**src/rtl/sigdiv_iter_pkg.sv**
```systemverilog
// Shared configuration and state types for the iterative significand divider.
package sigdiv_iter_pkg;

  typedef struct packed {
    int NF;
  } cvw_t;

  localparam cvw_t CVW_DEFAULT = '{NF: 23};

  typedef enum logic [1:0] {
    IDLE = 2'd0,
    BUSY = 2'd1,
    DONE = 2'd2
  } sigdiv_state_t;

  // One quotient bit per iteration: integer bit plus NF+2 fraction bits.
  function automatic int sigdiv_iters(input int nf);
    return nf + 3;
  endfunction

  function automatic int sigdiv_cnt_w(input int nf);
    return $clog2(nf + 4);
  endfunction

endpackage

```
**src/rtl/sigdiv_step.sv**
```systemverilog
// One restoring radix-2 step: conditional subtract of the divisor, then shift.
module sigdiv_step #(
  parameter int W = 25
) (
  input  logic [W-1:0] r,
  input  logic [W-2:0] ym,
  output logic [W-1:0] r_next,
  output logic         q
);

  logic [W-1:0] ym_ext;
  logic [W-1:0] diff;

  // Compare, subtract and shift the partial remainder.
  always_comb begin
    ym_ext = {1'b0, ym};
    diff   = r - ym_ext;
    if (r >= ym_ext) begin
      q      = 1'b1;
      r_next = {diff[W-2:0], 1'b0};
    end else begin
      q      = 1'b0;
      r_next = {r[W-2:0], 1'b0};
    end
  end

endmodule

```
**src/rtl/sigdiv_iter.sv**
```systemverilog
// Iterative restoring divider for normalized significands, one quotient bit per clock.
module sigdiv_iter
  import sigdiv_iter_pkg::*;
#(
  parameter cvw_t P = CVW_DEFAULT
) (
  input  logic            clk,
  input  logic            reset_n,
  input  logic            Start,
  input  logic            Flush,
  input  logic [P.NF:0]   Xm,
  input  logic [P.NF:0]   Ym,
  output logic            Ready,
  output logic            Busy,
  output logic            Done,
  output logic [P.NF+2:0] Qm,
  output logic            Sticky,
  output logic            DivErr
);

  localparam int NF    = P.NF;
  localparam int ITERS = sigdiv_iters(NF);
  localparam int CW    = sigdiv_cnt_w(NF);
  localparam int RW    = NF + 2;

  sigdiv_state_t   state;
  logic [CW-1:0]   cnt;
  logic [RW-1:0]   r;
  logic [ITERS-1:0] q_acc;
  logic [NF:0]     ym_r;
  logic [RW-1:0]   r_next;
  logic            q_bit;

  sigdiv_step #(.W(RW)) u_step (
    .r      (r),
    .ym     (ym_r),
    .r_next (r_next),
    .q      (q_bit)
  );

  // Control FSM, datapath registers and registered status/result outputs.
  always_ff @(posedge clk or negedge reset_n) begin
    if (!reset_n) begin
      state  <= IDLE;
      cnt    <= '0;
      r      <= '0;
      q_acc  <= '0;
      ym_r   <= '0;
      Qm     <= '0;
      Sticky <= 1'b0;
      DivErr <= 1'b0;
      Ready  <= 1'b1;
      Busy   <= 1'b0;
      Done   <= 1'b0;
    end else if (Flush) begin
      // Abort leaves the last result untouched.
      state <= IDLE;
      Ready <= 1'b1;
      Busy  <= 1'b0;
      Done  <= 1'b0;
    end else begin
      case (state)
        IDLE: begin
          if (Start) begin
            Ready <= 1'b0;
            if (!Ym[NF]) begin
              state  <= DONE;
              Done   <= 1'b1;
              DivErr <= 1'b1;
              Qm     <= '1;
              Sticky <= 1'b1;
            end else begin
              state <= BUSY;
              Busy  <= 1'b1;
              r     <= {1'b0, Xm};
              q_acc <= '0;
              cnt   <= '0;
              ym_r  <= Ym;
            end
          end else begin
            state <= IDLE;
          end
        end
        BUSY: begin
          r     <= r_next;
          q_acc <= {q_acc[ITERS-2:0], q_bit};
          cnt   <= cnt + CW'(1);
          if (cnt == CW'(ITERS - 1)) begin
            state  <= DONE;
            Busy   <= 1'b0;
            Done   <= 1'b1;
            Qm     <= {q_acc[ITERS-2:0], q_bit};
            Sticky <= |r_next;
            DivErr <= 1'b0;
          end else begin
            state <= BUSY;
          end
        end
        DONE: begin
          state <= IDLE;
          Done  <= 1'b0;
          Ready <= 1'b1;
        end
        default: begin
          state <= IDLE;
          Ready <= 1'b1;
          Busy  <= 1'b0;
          Done  <= 1'b0;
        end
      endcase
    end
  end

endmodule

```
**config.mk**
```make
export PLATFORM = sky130hd
export DESIGN_NAME = sigdiv_iter
export DESIGN_NICKNAME = d
export VERILOG_FILES = /design/src/rtl/sigdiv_iter_pkg.sv /design/src/rtl/sigdiv_step.sv /design/src/rtl/sigdiv_iter.sv
export SDC_FILE = /design/constraint.sdc
export NUM_CORES = 1
export LEC_CHECK = 0
export CORE_MARGIN = 10
export CORE_UTILIZATION = 55
export DETAILED_ROUTE_END_ITERATION = 6
export GPL_TIMING_DRIVEN = 0
export PLACE_DENSITY_LB_ADDON = 0.2
export SYNTH_ARGS = -nofsm -noshare
export SYNTH_HDL_FRONTEND = slang
export SYNTH_HIERARCHICAL = 1
export SYNTH_SLANG_ARGS = --single-unit
```
**constraint.sdc**
```tcl
create_clock -name clk -period 6.5 [get_ports clk]
set_input_delay 1.95 -clock clk [delete_from_list [all_inputs] [get_ports clk]]
set_output_delay 1.95 -clock clk [all_outputs]
set_load 0.05 [all_outputs]
```
# --- Word-level counts from Yosys, hierarchy flattened ---
# Cells that the tools add are included.
# Widths: inputs -> output; s select.
word_totals:
  regBits: 112
  inputBits: 52
  output_inout_bits: 31
classes:
  addsub: 2
  mux: 36
  n_lt_le_gt_ge: 1
  bitwise_logic: 1
  eq_ne: 13
  reduce_logical: 9
ops:
  columns: ["op", "count"]
  rows:
  - ["$mux 25", 5]
  - ["$pmux 25 s2", 2]
  - ["$mux 26", 3]
  - ["$pmux 26 s2", 1]
  - ["$ge 25x24->1", 1]
  - ["$reduce_or 25->1", 1]
  - ["$sub 24x24->24", 1]
  - ["$mux 1", 12]
  - ["$ne 2x2->1 const B", 6]
  - ["$ne 3x3->1 const B", 4]
  - ["$reduce_and 4->1", 3]
  - ["$mux 5", 2]
  - ["$pmux 5 s2", 1]
  - ["$mux 2", 4]
  - ["$pmux 1 s2", 4]
  - ["$add 5x1->5 const B", 1]
  - ["$eq 5x5->1 const B", 1]
  - ["$reduce_and 5->1", 1]
  - ["$pmux 2 s2", 1]
  - ["$pmux 1 s3", 1]
  - ["$reduce_and 3->1", 1]
  - ["$eq 2x1->1 const B", 1]
  - ["$eq 2x2->1 const B", 1]
  - ["$logic_not 2->1", 1]
  - ["3 further kinds", 3]

# --- Depth between registers and ports, before layout ---
depth:
  depth_word: 5
  mapped_depth: 16
  depth_no_buf: 14

# --- By module ---
# Netlist, hierarchy kept.
modules_own_cells:
  columns: ["mod", "cells_each", "instances", "area_each_um2"]
  rows:
  - ["sigdiv_iter", 453, 1, 4989.8]
  - ["sigdiv_step", 254, 1, 1742.9]

# --- Worst setup path after synthesis ---
# Ideal clock, no wire load.
synth_timing:
  path_kind: "flip-flop to flip-flop"
  from: "register r[20]"
  to: "register Sticky"
  path_stages_with_launch: 14
  t_arrival_ps: 3181
  slack_ps: 3194
  period_less_slack_ps: 3306
  setup_time_ps: 125
  path_buffers: 2
  path_cell_list: "dfrtp_1 > ha_1 > buf_6 > and3_4 > nor3b_1 > a311o_1 > a311oi_1 > a21boi_2 > buf_4 > o21ai_2 > or4_1 > nor4_2 > nand4_1 > mux2_4"
synth_between:
  elab_chain_len: 5
  word_cells_on_any_way: 6
synth_lines:
  columns: ["element", "line", "source"]
  rows:
  - ["start, declared", "sigdiv_iter.sv:28", "logic [RW-1:0] r;"]
  - ["start signal, assigned", "sigdiv_iter.sv:75", "r <= {1'b0, Xm};"]
  - ["start signal, assigned", "sigdiv_iter.sv:85", "r <= r_next;"]
  - ["$ge 25x24->1", "sigdiv_step.sv:18", "if (r >= ym_ext) begin"]
  - ["$mux 25", "sigdiv_step.sv:18", null]
  - ["via r_next[16]", "sigdiv_iter.sv:31", "logic [RW-1:0] r_next;"]
  - ["$reduce_or 25->1", "sigdiv_iter.sv:93", "Sticky <= |r_next;"]
  - ["$mux 1", "sigdiv_iter.sv:88", "if (cnt == CW'(ITERS - 1)) begin"]
  - ["$pmux 1 s2", "sigdiv_iter.sv:62", "case (state)"]
  - ["end signal, assigned", "sigdiv_iter.sv:93", null]
  - ["end, declared", "sigdiv_iter.sv:17", "output logic Sticky,"]
# The timed path passes the listed nets, and every way through them passes these cells. The select of a mux whose other input is x is not followed.
# A chain may end at the register's enable or synchronous reset.

# --- Worst setup path after layout ---
layout_timing:
  from: "register r[18]"
  to: "register Sticky"
# The elaborated chain is that of the path after synthesis.

==> reports/metrics.cfg <==
[outcome]
status = completed

[logic_synthesis]
post_synth_and_or_nand_nor_area_fraction_pct = 15.1
synth_flop_type = sky130_fd_sc_hd__dfrtp_1
post-synth-top-area-fraction_pct = 41.3
syn_area_um2 = 6730
synth.yosys.warnings = 6
synth-seq-area-share_pct = 41.6
synth.area.mux_share_pct = 8.08
yosys.area_share.xor_xnor_pct = 2.34
synth_fp_nets = 786
ys_ff_latch = 112
yosys.area.top_type = sky130_fd_sc_hd__dfrtp_1
post_synth_main_area_contributors = sky130_fd_sc_hd__dfrtp_1 41%, sky130_fd_sc_hd__nand2_1 6.8%, sky130_fd_sc_hd__ha_1 4.8%, sky130_fd_sc_hd__mux2i_1 4.0%, sky130_fd_sc_hd__a41oi_1 3.4%
synth-edff-count = 0
async_flop_share_pct = 100
compound_gate_fraction_of_synth_area_pct = 19.6
synth_fa_ha_area_share_pct = 5.13
synthCells = 707
dominant_combinational_cell_family_by_area_after_synthesis = compound AO/OA/AOI/OAI gates
synth_cell_type_count = 74
synth_area_per_inst_um2 = 9.52

[cts]
cts.root.buffer_cell = sky130_fd_sc_hd__clkbuf_16
cts_inserted_buffers = 9
insertion_delay_of_the_later_clocked_pin_in_the_worst_skew_pair_ps = 360
post_cts_buffers = 0
tritoncts = done
max-clock-path-buffers = 2
cts_hold_buffers = 0
depth_of_the_cts_h_tree = 3
cts_repair_resize_count = 0
worst_setup_hold_path_clk_slew_ps = 70
number_of_clock_sinks = 112

[worst_setup_path]
rr_endpoint = Sticky
r2r_start = r[18]
critical_path_peak_fanout = 10
worst-endpoint-required_ps = 6740
timing.critical_path.cells = ha_1 > buf_4 > and3_4 > nor3b_1 > a311o_1 > a311oi_1 > a21boi_2 > clkbuf_2 > o21ai_0 > nor4_1 > and3_1 > nand4_1 > mux2_4
crit_path_max_incr_delay_ps = 410
worst_ep_arrival_time_ps = 4050
startpoint_type_of_the_worst_setup_path = flop
endpoint_kind = flop
worst_setup_path_class = reg2reg
reg2regPathDepth = 13
timing.reg2reg.setup_slack_ps = 2680
slowest_stage_cell_cp = sky130_fd_sc_hd__dfrtp_1
timing.critical_path.from = r[18]
timing.critical_path.to = Sticky

[global_route]
global_route.usage.met2_pct = 30.4
gr-max-usage-layer = met2
congestion_overflow_gr = 0
globalRouteTotalUtil_pct = 20.2
number_of_antenna_violations_at_the_first_check_in_global_routing = 0
pin_count_of_the_biggest_net_entering_global_routing = 76
groute.layer.met3.usage_pct = 4.88
grt_pass1_wl_um = 27800
number_of_global_route_vias_before_repair = 5492
globalRouteMet1Util_pct = 28.8

[route]
drt.antenna.violating_nets = 0
dr_total_vias = 5529
finalWirelength_um = 16700
via_per_inst = 5.81
wire_per_inst_um = 17.6
drt_first_pass_iters = 5
dr.first_iter.drc_count = 509
remaining_drc_errors = 0

[place]
post-place-ws_ps = 2700
placement.io_buffers = 82
dp_hpwl_um = 12600
gp_routability_congestion = 0.907
placed_cell_area_um2 = 7760

[flow_run]
max_cap_violations = 0

[power_and_ir_drop]
power.combinational.fraction_pct = 47.3
powerDensity_nw_per_um2 = 326
sw_frac_of_total_pct = 40.1
peakVddDrop_mv = 0.213
p_leak_uw = 0.00370
power_report.internal_total_uw = 1570
p_sw_uw = 1050
p_total_uw = 2620
seqPwrFrac_pct = 32.5
pwr-share-clk_pct = 20.2

[layout]
insertedDiodeCount = 0
layout-drive-gt1-share_pct = 13.2
final_area_um2 = 8030
finalNetCount = 880
n_fill_cell = 966
area_growth_pct = 19.3
final_core_utilization_pct = 66.9

[die]
std_cell_core_area_um2 = 12000
floorplan.initialDensity_pct = 56.1
ios = 83
die-area_um2 = 17100
rows = 40
die_w_um = 131
dieHeight_um = 131

[timing]
timing.final.crit_period_ps = 3820
worstMarginPinSlew_ps = 576
post-route-worst-setup-slack_ps = 2680
hold_viol_final = 0
timing.slew.headroom_pct = 61.3
final.hold.worst_slack_ps = 479
maxSlewViolCount = 0
clock.fmax_ghz = 0.262
rsz0062_at_grt = no
finalCritPeriodShare_pct = 58.7
worst_clock_skew_ps = 6.80
report.final.setup_viol = 0

[worst_hold_path]
timing.hold.worst.class = reg2reg

-- worst max-delay path: cells and delay by family, from the launching register on --
family / cells / cell delay (ps)
multiplexers: 1 / 320
flip-flops: 1 / 410
AND/OR/NAND/NOR: 5 / 1150
buffers and inverters: 2 / 470
AO/OA/AOI/OAI: 4 / 1050
adder cells (fa/ha/maj): 1 / 300
-- cells in the final DEF, fill, tap and decap left out, drive strengths merged, types with 11 or more instances in the layout --
cell type / synthesis / layout
nand2: 123 / 123
dfrtp: 111 / 111
clkdlybuf4s50: 0 / 81
inv: 60 / 63
o21ai: 52 / 52
a21oi: 44 / 44
buf: 31 / 33
nand3: 28 / 28
mux2i: 27 / 27
a41oi: 27 / 27
ha: 26 / 26
mux2: 24 / 24
nor2: 23 / 23
clkbuf: 12 / 23
nor3: 11 / 11
a21o: 11 / 11
-- worst min path at each step --
stage               startpoint         to  cells past startpoint  slack [ps]
floorplan            q_acc[23]  q_acc[23]                      2         440
global placement     q_acc[23]  q_acc[23]                      2         450
detailed placement    ym_r[23]   ym_r[23]                      1         450
CTS                   ym_r[23]   ym_r[23]                      1         470
global route          ym_r[23]   ym_r[23]                      1         490
finish                ym_r[23]   ym_r[23]                      1         480
-- cell families after synthesis --
kind of cell / Yosys count
mux: 51
other cells: 1
fa+ha+maj: 27
xor+xnor: 18
compound gates: 176
flops: 112
simple gates: 219
buf+inv: 103
-- through the flow --
step,setup TNS (ps),std cells
final,0,952
after floorplan,0,707
after global routing,0,952
after CTS,0,952
after global placement,-82500,936
after detailed placement,0,937
-- routing by layer --
layer  vias to the layer above  wire [um]
met2                       152       7590
met4                         0        137
met5                         -          0
met1                      2704       7990
li1                       2660          -
met3                        13        987
-- cell usage after synthesis (3+ instances only) --
| cell type | n |
|---|---|
| sky130_fd_sc_hd__a21oi_2 | 21 |
| sky130_fd_sc_hd__nor4_1 | 4 |
| sky130_fd_sc_hd__mux2_2 | 8 |
| sky130_fd_sc_hd__inv_1 | 60 |
| sky130_fd_sc_hd__buf_4 | 11 |
| sky130_fd_sc_hd__o41ai_1 | 3 |
| sky130_fd_sc_hd__nor2_1 | 21 |
| sky130_fd_sc_hd__a21o_1 | 9 |
| sky130_fd_sc_hd__nor3_1 | 11 |
| sky130_fd_sc_hd__nand3_1 | 28 |
| sky130_fd_sc_hd__xor2_1 | 8 |
| sky130_fd_sc_hd__nand2b_1 | 6 |
| sky130_fd_sc_hd__o21ai_0 | 19 |
| sky130_fd_sc_hd__buf_12 | 3 |
| sky130_fd_sc_hd__clkbuf_1 | 11 |
| sky130_fd_sc_hd__xnor2_1 | 10 |
| sky130_fd_sc_hd__o21a_1 | 7 |
| sky130_fd_sc_hd__buf_6 | 5 |
| sky130_fd_sc_hd__o21ai_2 | 9 |
| sky130_fd_sc_hd__nand2_1 | 122 |
| sky130_fd_sc_hd__buf_2 | 11 |
| sky130_fd_sc_hd__o21ai_1 | 24 |
| sky130_fd_sc_hd__a21oi_1 | 23 |
| sky130_fd_sc_hd__a41oi_1 | 26 |
| sky130_fd_sc_hd__and3_1 | 4 |
| sky130_fd_sc_hd__a211oi_1 | 4 |
| sky130_fd_sc_hd__mux2i_1 | 27 |
| sky130_fd_sc_hd__mux2_1 | 15 |
| sky130_fd_sc_hd__dfrtp_1 | 111 |
| sky130_fd_sc_hd__o31ai_1 | 7 |
| sky130_fd_sc_hd__ha_1 | 26 |
-- power groups by stage --
| stage | combinational, uW | sequential (uW) | clock [uW] |
|---|---|---|---|
| CTS | 1220 | 850 | 537 |
| global placement | 1180 | 859 | 0 |
| floorplan | 921 | 864 | 0 |
| finish | 1240 | 850 | 529 |
| global route | 1360 | 863 | 573 |
| detailed placement | 1210 | 862 | 0 |
-- sequential cells by signal, indices dropped and copies added, names as in the netlist --
| register | cells |
|---|---|
| Busy | 1 |
| DivErr | 1 |
| Done | 1 |
| Qm | 26 |
| Ready | 1 |
| Sticky | 1 |
| cnt | 5 |
| q_acc | 25 |
| r | 25 |
| state | 2 |
| ym_r | 24 |
-- area by class of cell --
class	instances	area (um2)	area share, %
Multi-Input combinational cell	492	3390	42.2
Sequential cell	112	2800	34.9
Timing Repair Buffer	83	846	10.5
Buffer	43	315	3.93
Clock buffer	11	233	2.90
Inverter	60	225	2.80
Tap cell	147	184	2.29
Clock inverter	4	37.5	0.467
Power figures use the tool's default switching activity.
